[src/rtl/dds_core_if.sv]
// dds_core_if: control words in, DAC sample out, between register block and DDS core.
// Latency: none (wires only).
// Backpressure: none; words are sampled every clock and the sample is always valid.
interface dds_core_if;
  logic [7:0]  Fword;    // phase increment per clock
  logic [8:0]  Pword;    // phase offset, 512 counts = one full turn
  logic [11:0] DA_Data;  // offset-binary sine sample

  // Control side: drives the tuning words and receives the DAC sample.
  modport master (output Fword, output Pword, input DA_Data);
  // DDS side: consumes the tuning words and produces the DAC sample.
  modport slave  (input Fword, input Pword, output DA_Data);
endinterface

[src/rtl/dds_core.sv]
// dds_core: 9-bit phase accumulator plus quarter-wave 512-point sine LUT, 12-bit offset-binary out.
// Latency: Pword reaches DA_Data 2 edges later; Fword changes the increment applied at the next edge.
// Backpressure: none; runs every clock and the DAC consumes every sample.
module dds_core (
  input  logic      clk,
  input  logic      reset,
  dds_core_if.slave dac
);

  logic [8:0]  acc_q,  acc_d;
  logic [8:0]  addr_q, addr_d;
  logic [11:0] da_q,   da_d;
  logic [6:0]  qidx;
  logic [10:0] qval;

  // Advance the phase and form the lookup address from the pre-update phase; carries drop for mod-512 wrap.
  always_comb begin
    acc_d  = acc_q + {1'b0, dac.Fword};
    addr_d = acc_q + dac.Pword;
  end

  // Quadrants 1 and 3 walk the quarter table backwards; 127-i is simply ~i.
  always_comb begin
    qidx = addr_q[7] ? ~addr_q[6:0] : addr_q[6:0];
  end

  // Quarter table: T[i] = round(2047*sin(2*pi*(i+0.5)/512)); half-step offset keeps both ends off the axes.
  always_comb begin
    qval = 11'd0;
    case (qidx)
      7'd0:   qval = 11'd13;   7'd1:   qval = 11'd38;   7'd2:   qval = 11'd63;   7'd3:   qval = 11'd88;
      7'd4:   qval = 11'd113;  7'd5:   qval = 11'd138;  7'd6:   qval = 11'd163;  7'd7:   qval = 11'd188;
      7'd8:   qval = 11'd213;  7'd9:   qval = 11'd238;  7'd10:  qval = 11'd263;  7'd11:  qval = 11'd288;
      7'd12:  qval = 11'd313;  7'd13:  qval = 11'd338;  7'd14:  qval = 11'd362;  7'd15:  qval = 11'd387;
      7'd16:  qval = 11'd412;  7'd17:  qval = 11'd436;  7'd18:  qval = 11'd461;  7'd19:  qval = 11'd485;
      7'd20:  qval = 11'd510;  7'd21:  qval = 11'd534;  7'd22:  qval = 11'd558;  7'd23:  qval = 11'd582;
      7'd24:  qval = 11'd606;  7'd25:  qval = 11'd630;  7'd26:  qval = 11'd654;  7'd27:  qval = 11'd678;
      7'd28:  qval = 11'd701;  7'd29:  qval = 11'd725;  7'd30:  qval = 11'd748;  7'd31:  qval = 11'd772;
      7'd32:  qval = 11'd795;  7'd33:  qval = 11'd818;  7'd34:  qval = 11'd841;  7'd35:  qval = 11'd864;
      7'd36:  qval = 11'd887;  7'd37:  qval = 11'd909;  7'd38:  qval = 11'd932;  7'd39:  qval = 11'd954;
      7'd40:  qval = 11'd976;  7'd41:  qval = 11'd998;  7'd42:  qval = 11'd1020; 7'd43:  qval = 11'd1042;
      7'd44:  qval = 11'd1063; 7'd45:  qval = 11'd1085; 7'd46:  qval = 11'd1106; 7'd47:  qval = 11'd1127;
      7'd48:  qval = 11'd1148; 7'd49:  qval = 11'd1168; 7'd50:  qval = 11'd1189; 7'd51:  qval = 11'd1209;
      7'd52:  qval = 11'd1229; 7'd53:  qval = 11'd1249; 7'd54:  qval = 11'd1269; 7'd55:  qval = 11'd1289;
      7'd56:  qval = 11'd1308; 7'd57:  qval = 11'd1328; 7'd58:  qval = 11'd1347; 7'd59:  qval = 11'd1365;
      7'd60:  qval = 11'd1384; 7'd61:  qval = 11'd1402; 7'd62:  qval = 11'd1421; 7'd63:  qval = 11'd1439;
      7'd64:  qval = 11'd1456; 7'd65:  qval = 11'd1474; 7'd66:  qval = 11'd1491; 7'd67:  qval = 11'd1508;
      7'd68:  qval = 11'd1525; 7'd69:  qval = 11'd1542; 7'd70:  qval = 11'd1558; 7'd71:  qval = 11'd1574;
      7'd72:  qval = 11'd1590; 7'd73:  qval = 11'd1606; 7'd74:  qval = 11'd1621; 7'd75:  qval = 11'd1637;
      7'd76:  qval = 11'd1652; 7'd77:  qval = 11'd1666; 7'd78:  qval = 11'd1681; 7'd79:  qval = 11'd1695;
      7'd80:  qval = 11'd1709; 7'd81:  qval = 11'd1723; 7'd82:  qval = 11'd1736; 7'd83:  qval = 11'd1749;
      7'd84:  qval = 11'd1762; 7'd85:  qval = 11'd1775; 7'd86:  qval = 11'd1787; 7'd87:  qval = 11'd1799;
      7'd88:  qval = 11'd1811; 7'd89:  qval = 11'd1823; 7'd90:  qval = 11'd1834; 7'd91:  qval = 11'd1845;
      7'd92:  qval = 11'd1856; 7'd93:  qval = 11'd1866; 7'd94:  qval = 11'd1876; 7'd95:  qval = 11'd1886;
      7'd96:  qval = 11'd1896; 7'd97:  qval = 11'd1905; 7'd98:  qval = 11'd1914; 7'd99:  qval = 11'd1923;
      7'd100: qval = 11'd1932; 7'd101: qval = 11'd1940; 7'd102: qval = 11'd1948; 7'd103: qval = 11'd1955;
      7'd104: qval = 11'd1962; 7'd105: qval = 11'd1969; 7'd106: qval = 11'd1976; 7'd107: qval = 11'd1983;
      7'd108: qval = 11'd1989; 7'd109: qval = 11'd1994; 7'd110: qval = 11'd2000; 7'd111: qval = 11'd2005;
      7'd112: qval = 11'd2010; 7'd113: qval = 11'd2015; 7'd114: qval = 11'd2019; 7'd115: qval = 11'd2023;
      7'd116: qval = 11'd2027; 7'd117: qval = 11'd2030; 7'd118: qval = 11'd2033; 7'd119: qval = 11'd2036;
      7'd120: qval = 11'd2038; 7'd121: qval = 11'd2040; 7'd122: qval = 11'd2042; 7'd123: qval = 11'd2044;
      7'd124: qval = 11'd2045; 7'd125: qval = 11'd2046; 7'd126: qval = 11'd2047; 7'd127: qval = 11'd2047;
    endcase
  end

  // Lower half sits above midscale; upper half mirrors it as 2047-T, so LUT(a)+LUT(a+256)=4095 exactly.
  always_comb begin
    da_d = addr_q[8] ? (12'd2047 - {1'b0, qval}) : (12'd2048 + {1'b0, qval});
  end

  // State update; reset parks the phase at zero and the DAC at midscale.
  always_ff @(posedge clk or posedge reset) begin
    if (reset) begin
      acc_q  <= 9'd0;
      addr_q <= 9'd0;
      da_q   <= 12'h800;
    end else begin
      acc_q  <= acc_d;
      addr_q <= addr_d;
      da_q   <= da_d;
    end
  end

  assign dac.DA_Data = da_q;

endmodule

[src/flat_wrapper.sv]
// flat-port wrapper written by rule: the top's interface ports become plain ports
module dds_core_flat 
  (clk, reset, dac_Fword, dac_Pword, dac_DA_Data);
  dds_core_if dac_i ();
  input  logic clk;
  input  logic reset;
  input wire logic [$bits(dac_i.Fword)-1:0] dac_Fword;
  input wire logic [$bits(dac_i.Pword)-1:0] dac_Pword;
  output wire logic [$bits(dac_i.DA_Data)-1:0] dac_DA_Data;
  assign dac_i.Fword = dac_Fword;
  assign dac_i.Pword = dac_Pword;
  assign dac_DA_Data = dac_i.DA_Data;
  dds_core u_core (.clk(clk), .reset(reset), .dac(dac_i));
endmodule
[config.mk]
export PLATFORM = sky130hd
export DESIGN_NAME = dds_core_flat
export DESIGN_NICKNAME = d
export VERILOG_FILES = /design/src/rtl/dds_core_if.sv /design/src/rtl/dds_core.sv /design/src/flat_wrapper.sv
export SDC_FILE = /design/constraint.sdc
export NUM_CORES = 1
export LEC_CHECK = 0
export CORE_MARGIN = 4
export CORE_UTILIZATION = 30
export CTS_BUF_LIST = sky130_fd_sc_hd__clkbuf_8
export DETAILED_ROUTE_END_ITERATION = 8
export PLACE_DENSITY_LB_ADDON = 0.08
export SYNTH_ARGS = -nofsm -noshare
export SYNTH_HDL_FRONTEND = slang
export SYNTH_SLANG_ARGS = --single-unit
export TNS_END_PERCENT = 50
[constraint.sdc]
create_clock -name clk -period 6.1 [get_ports clk]
set_input_delay 1.22 -clock clk [delete_from_list [all_inputs] [get_ports clk]]
set_output_delay 1.22 -clock clk [all_outputs]
set_load 0.05 [all_outputs]
# After elaboration in Yosys (flattened, before gate mapping)

Memory sizes are Yosys's and may differ from the RTL's.
Index checks and enable logic that the tools add are counted.

Add/subtract/negate cells: 4
Multiply operators: 0
Div/mod/pow operators: 0
$lt $le $gt $ge: 0
Equality and inequality tests: 0
Shift operators: 0
Multiplexer cells: 2
Bitwise operators: 1
Reduce and logical (&&, ||, !) cells: 0

Operator list:

| cell                                                | number |
|---|---|
| adder 12 x 11 -> 12 bit (first input constant)      | 1 |
| 2-to-1 mux 12 bit                                   | 1 |
| subtractor 11 x 11 -> 12 bit (first input constant) | 1 |
| adder 9 x 8 -> 9 bit                                | 1 |
| adder 9 bit                                         | 1 |
| 2-to-1 mux 7 bit                                    | 1 |
| inverter 7 bit                                      | 1 |

Register bits after elaboration: 30
Latch bits: 0
RAM bits: 0
ROM bits: 1408
Input bits: 19
Output and inout bits: 12
Word-level logic and storage cells: 11
Memories kept: 1

Memories:

| memory           | words | bits a word | read ports | clocked after Yosys merged registers in | write ports | RTL line       | source |
|---|---|---|---|---|---|---|---|
| (name not given) | 128   | 11          | 1          | 0                                       | 0           | dds_core.sv:30 | `case (qidx)` |

# Logic depth before layout (Yosys ltp)

An unclocked memory read counts as a cell.

Depth after elaboration: 5
Depth in mapped cells: 12
Gate-level depth less buffers: 9

# Worst setup path before layout

OpenSTA, ideal clock, no wires.

Path type: register -> register
Start point: register u_core.addr_q[7]
End point: register u_core.da_q[5], in the netlist u_core.dac.DA_Data[5]
Library setup time: 0.134 ns
Arrival: 2.942 ns
Required time: 5.966 ns
Setup slack: 3.024 ns
Cell stages (with the launch flop): 13
Buffers on the path: 3
Period minus slack after synthesis: 3.076 ns
Cell sequence: dfrtp_1 buf_6 buf_6 xnor2_1 inv_1 ha_1 clkbuf_1 nor2_1 a21oi_1 mux4_2 o211a_1 a22oi_2 xnor2_1

Word-level cells in the longest chain between the ends: 4
Elaborated cells between the ends (all ways): 5
Classes of those cells: add/sub (2); mux (2); memory (1)

Ends and longest elaborated chain:

| item                                                                    | RTL line       | source |
|---|---|---|
| start, declared                                                         | dds_core.sv:11 | `logic [8:0] addr_q, addr_d;` |
| start signal, assigned                                                  | dds_core.sv:79 | `addr_q <= addr_d;` |
| 2-to-1 mux 7 bit (*)                                                    | dds_core.sv:24 | `qidx = addr_q[7] ? ~addr_q[6:0] : addr_q[6:0];` |
| memory (128 x 11 bit) (*)                                               | -              |  |
| adder 12 x 11 -> 12 bit or subtractor 11 x 11 -> 12 bit (tied branches) | dds_core.sv:68 | `da_d = addr_q[8] ? (12'd2047 - {1'b0, qval}) : (12'd2048 + {1'b0, qval});` |
| 2-to-1 mux 12 bit (*)                                                   | dds_core.sv:68 |  |
| via u_core.da_d[5]                                                      | dds_core.sv:12 | `logic [11:0] da_q, da_d;` |
| end signal, assigned                                                    | dds_core.sv:76 | `da_q <= 12'h800;` |
| end signal, assigned                                                    | dds_core.sv:80 | `da_q <= da_d;` |
| end, declared                                                           | dds_core.sv:12 |  |

The timed path passes the listed nets; every way through them passes the cells marked *.

# Worst setup path in the final report

Start point: register u_core.addr_q[2]
End point: register u_core.da_q[0], in the netlist u_core.dac.DA_Data[0]

Word-level cells in the longest chain between the ends: 5
Elaborated cells between the ends (all ways): 6
Classes of those cells: add/sub (2); mux (2); bitwise (1); memory (1)

Ends and longest elaborated chain:

| item                                                                    | RTL line |
|---|---|
| inverter 7 bit                                                          | dds_core.sv:24 |
| 2-to-1 mux 7 bit (*)                                                    | dds_core.sv:24 |
| memory (128 x 11 bit) (*)                                               | - |
| adder 12 x 11 -> 12 bit or subtractor 11 x 11 -> 12 bit (tied branches) | dds_core.sv:68 |
| 2-to-1 mux 12 bit (*)                                                   | dds_core.sv:68 |
| via u_core.da_d[0]                                                      | dds_core.sv:12 |

Marks and branches as above.

==> flow_summary.ini <==
[clock_network]
clock_latency_ns = 0.29
cts.clk_slew.worst_paths_ns = 0.08
tritoncts = done
tritoncts_num_sinks = 30
number_of_hold_buffers_added_after_cts = 0
post_cts_resized = 0
cts_max_path_buffers = 2
cts_post_setup_buffers_inserted = 0
cts_inserted_buffers = 5
h-tree-depth = 2
ctsRootBufferMaster = sky130_fd_sc_hd__clkbuf_8

[synthesis]
synth_enable_flop_cells = 0
ys_dominant_reg_cell = sky130_fd_sc_hd__dfrtp_1
synth-seq-cells = 30
syn_inst = 671
post_synth_num_cell_types = 84
portion_of_the_post_synthesis_area_used_by_sequential_elements_pct = 14.82
async_reset_ff_share_pct = 100.0
synth_area_per_cell_sq_um = 7.559
syn_warnings = 0
synth_fp_nets = 721
syn-cell-area_sq_um = 5072

[final_layout]
area_delta_synth_final_pct = 6.907
nets = 702
diodes = 0
drive_above_1_share_pct = 7.351

[critical_path]
critical_path_required_ns = 6.31
crit_path_cell_trace = buf_4 > xor2_2 > inv_2 > ha_1 > nor2_1 > o21ai_0 > a22oi_1 > a21oi_1 > o32ai_1 > xnor2_1
worstPathMaxFanout = 43
ff2ff_path_depth = 10
critical_path_buf_inv_count = 2
crit-reg2reg-launch = u_core.addr_q[2]$_DFF_PP0_
timing.critical_path.slowest_stage_cell = sky130_fd_sc_hd__xor2_2
crit_family = XOR/XNOR gates
r2r_setup_slack_ns = 2.66
critical-path-max-stage-delay_ns = 0.66
ff_to_ff_end = u_core.dac.DA_Data[0]$_DFF_PP0_
end_kind = flop
worstSetupStartpointType = flop
setup.worst_path.class = reg2reg
cp_data_arrival_time_ns = 3.64

[floorplanning]
die_y_um = 138.0
num_rows = 47
die_x_um = 138.0
placeableCoreArea_sq_um = 16580
floorplan.die_area_sq_um = 19050
io_pins = 31
start_util_pct = 30.59

[timing]
maxSlewHeadroom_pct = 34.88
achievable-frequency_mhz = 290.8
fin_ws_ns = 2.661
minimum_period_implied_by_the_final_worst_setup_slack_ns = 3.439
worst_pin_slew_ns = 0.9769
fin_skew_ns = 0.01443
setup_viol = 0
min_period_over_period_pct = 56.37
rsz0062_at_grt = false
finalHoldViolCount = 0
report.final.slew_viol_count = 0
setup_total_negative_slack_ns = 0

[grt]
grt_max_degree = 71
global_route.usage.total_pct = 20.76
grt_overflow_total = 0
first_global_vias = 5086
grt_pass1_wl_um = 31540
number_of_antenna_violations_at_the_first_check_in_global_routing = 0

[place]
detailedPlace.worstSlack_ns = 2.715
dpl.hpwl_um = 14710
port_buffers = 30
finalWeightedCongestion = 0.9917

[detailed_routing]
wl_per_cell_um = 23.99
first_iter_violations = 686
remaining_drc_errors = 0
via_count = 5448
via_per_inst = 6.241
drt.antenna.violating_nets = 0
detail_route.wirelength_um = 20940
drt-pass1-iter-count = 7

[hold_path]
worst_hold_depth = 1
min-delay-path-class = reg2reg
min_delay_worst_endpoint = u_core.acc_q[0]$_DFF_PP0_
worstHoldStart = u_core.acc_q[0]$_DFF_PP0_

[run]
max_cap_violations = 0

[outcome]
run_status = finished clean
cell type report:
class	instances	area, sq um
Timing Repair Buffer	40	375.4
Tap cell	220	275.3
Clock buffer	6	82.58
Sequential cell	30	755.7
Fill cell	1804	11160
Clock inverter	2	12.51
Multi-Input combinational cell	557	3854
Inverter	18	67.56
cell usage after synthesis, types with 9 or more instances:
cell type	count	area, sq um
sky130_fd_sc_hd__o221ai_1	10	87.58
sky130_fd_sc_hd__clkbuf_1	15	56.30
sky130_fd_sc_hd__a21oi_1	43	215.2
sky130_fd_sc_hd__mux2i_1	15	150.1
sky130_fd_sc_hd__a31oi_1	9	56.30
sky130_fd_sc_hd__nor2b_1	23	143.9
sky130_fd_sc_hd__nand3_1	16	80.08
sky130_fd_sc_hd__nand2_1	44	165.2
sky130_fd_sc_hd__buf_2	34	170.2
sky130_fd_sc_hd__nor2_1	43	161.4
sky130_fd_sc_hd__ha_1	29	362.9
sky130_fd_sc_hd__xnor2_1	24	210.2
sky130_fd_sc_hd__a22oi_1	11	82.58
sky130_fd_sc_hd__o21ai_0	63	315.3
sky130_fd_sc_hd__dfrtp_1	29	725.7
sky130_fd_sc_hd__o22ai_1	13	81.33
sky130_fd_sc_hd__a211oi_1	11	82.58
sky130_fd_sc_hd__nand2b_1	27	168.9
sky130_fd_sc_hd__inv_1	13	48.80
sky130_fd_sc_hd__o211ai_1	11	82.58
sky130_fd_sc_hd__buf_6	12	135.1
sky130_fd_sc_hd__nor3_1	17	85.08
flip-flops by register name, summed over array words and instances (netlist names):
register            flops
u_core.addr_q           9
u_core.dac.DA_Data     12
u_core.acc_q            9
worst max-delay path by stage:
| stage | start | endpoint | slack (ns) | depth (start not counted) |
|---|---|---|---|---|
| final | u_core.addr_q[2]$_DFF_PP0_ | u_core.dac.DA_Data[0]$_DFF_PP0_ | 2.66 | 10 |
| after global routing | u_core.addr_q[2]$_DFF_PP0_ | u_core.dac.DA_Data[0]$_DFF_PP0_ | 2.53 | 10 |
| after CTS | u_core.addr_q[2]$_DFF_PP0_ | u_core.dac.DA_Data[0]$_DFF_PP0_ | 2.74 | 10 |
| after detailed placement | dac_Pword[0] | u_core.addr_q[8]$_DFF_PP0_ | 2.72 | 9 |
| after global placement | u_core.addr_q[2]$_DFF_PP0_ | u_core.dac.DA_Data[0]$_DFF_PP0_ | 2.70 | 10 |
| after floorplan | u_core.addr_q[7]$_DFF_PP0_ | u_core.dac.DA_Data[5]$_DFF_PP0_ | 3.02 | 12 |
cell families (layout without fill, tap and decap cells):
| logic type | count (synthesis) | count (layout) | share of synthesized area (%) |
|---|---|---|---|
| xor+xnor | 37 | 37 | 7.351 |
| buf+inv | 84 | 66 | 9.201 |
| fa+ha+maj | 31 | 31 | 7.943 |
| mux | 19 | 19 | 4.070 |
| simple gates | 217 | 217 | 22.69 |
| flops | 30 | 30 | 14.83 |
| compound gates | 253 | 253 | 33.92 |
cells in the final DEF (no fill, tap or decap), drive strengths merged, types with 5 or more instances in the layout:
cell type,count
clkdlybuf4s50,30
a32oi,6
nor3,18
nand2b,27
o22ai,14
nor3b,5
o2111ai,6
or3,8
buf,10
a31oi,9
nand3,16
nor2b,23
a21oi,43
and2,9
clkbuf,6
a21o,8
a211oi,12
nand2,44
nor4,5
inv,18
xor2,12
a22oi,12
o211ai,11
o221ai,10
a221oi,5
ha,29
dfrtp,29
mux2i,15
a21boi,5
a22o,5
xnor2,25
o21ai,67
nor2,43
through the flow:
step                      utilization [%]  hold WS [ns]  cells  instance area [sq um]
after floorplan                         -        0.4619    671                   5072
after detailed placement            32.13        0.4914    865                   5328
after global routing                32.70        0.5413    873                   5423
final                               32.70        0.5028    873                   5423
after global placement              32.13        0.4908    865                   5328
after CTS                           32.70        0.5102    873                   5423
per-layer routing:
| layer | up-vias | routed length [um] | share of wire, % | track usage, % |
|---|---|---|---|---|
| met5 | - | 0 | 0 | 0 |
| met4 | 0 | 948 | 4.5 | 8.164 |
| met3 | 67 | 1707 | 8.2 | 3.211 |
| met2 | 340 | 9570 | 46 | 33.94 |
| met1 | 2587 | 8717 | 42 | 27.55 |
| li1 | 2454 | - | - | - |
Power is left out: the tool's default activity adds up to more than one toggle a clock period on the data nets, which glitch-free logic cannot reach.
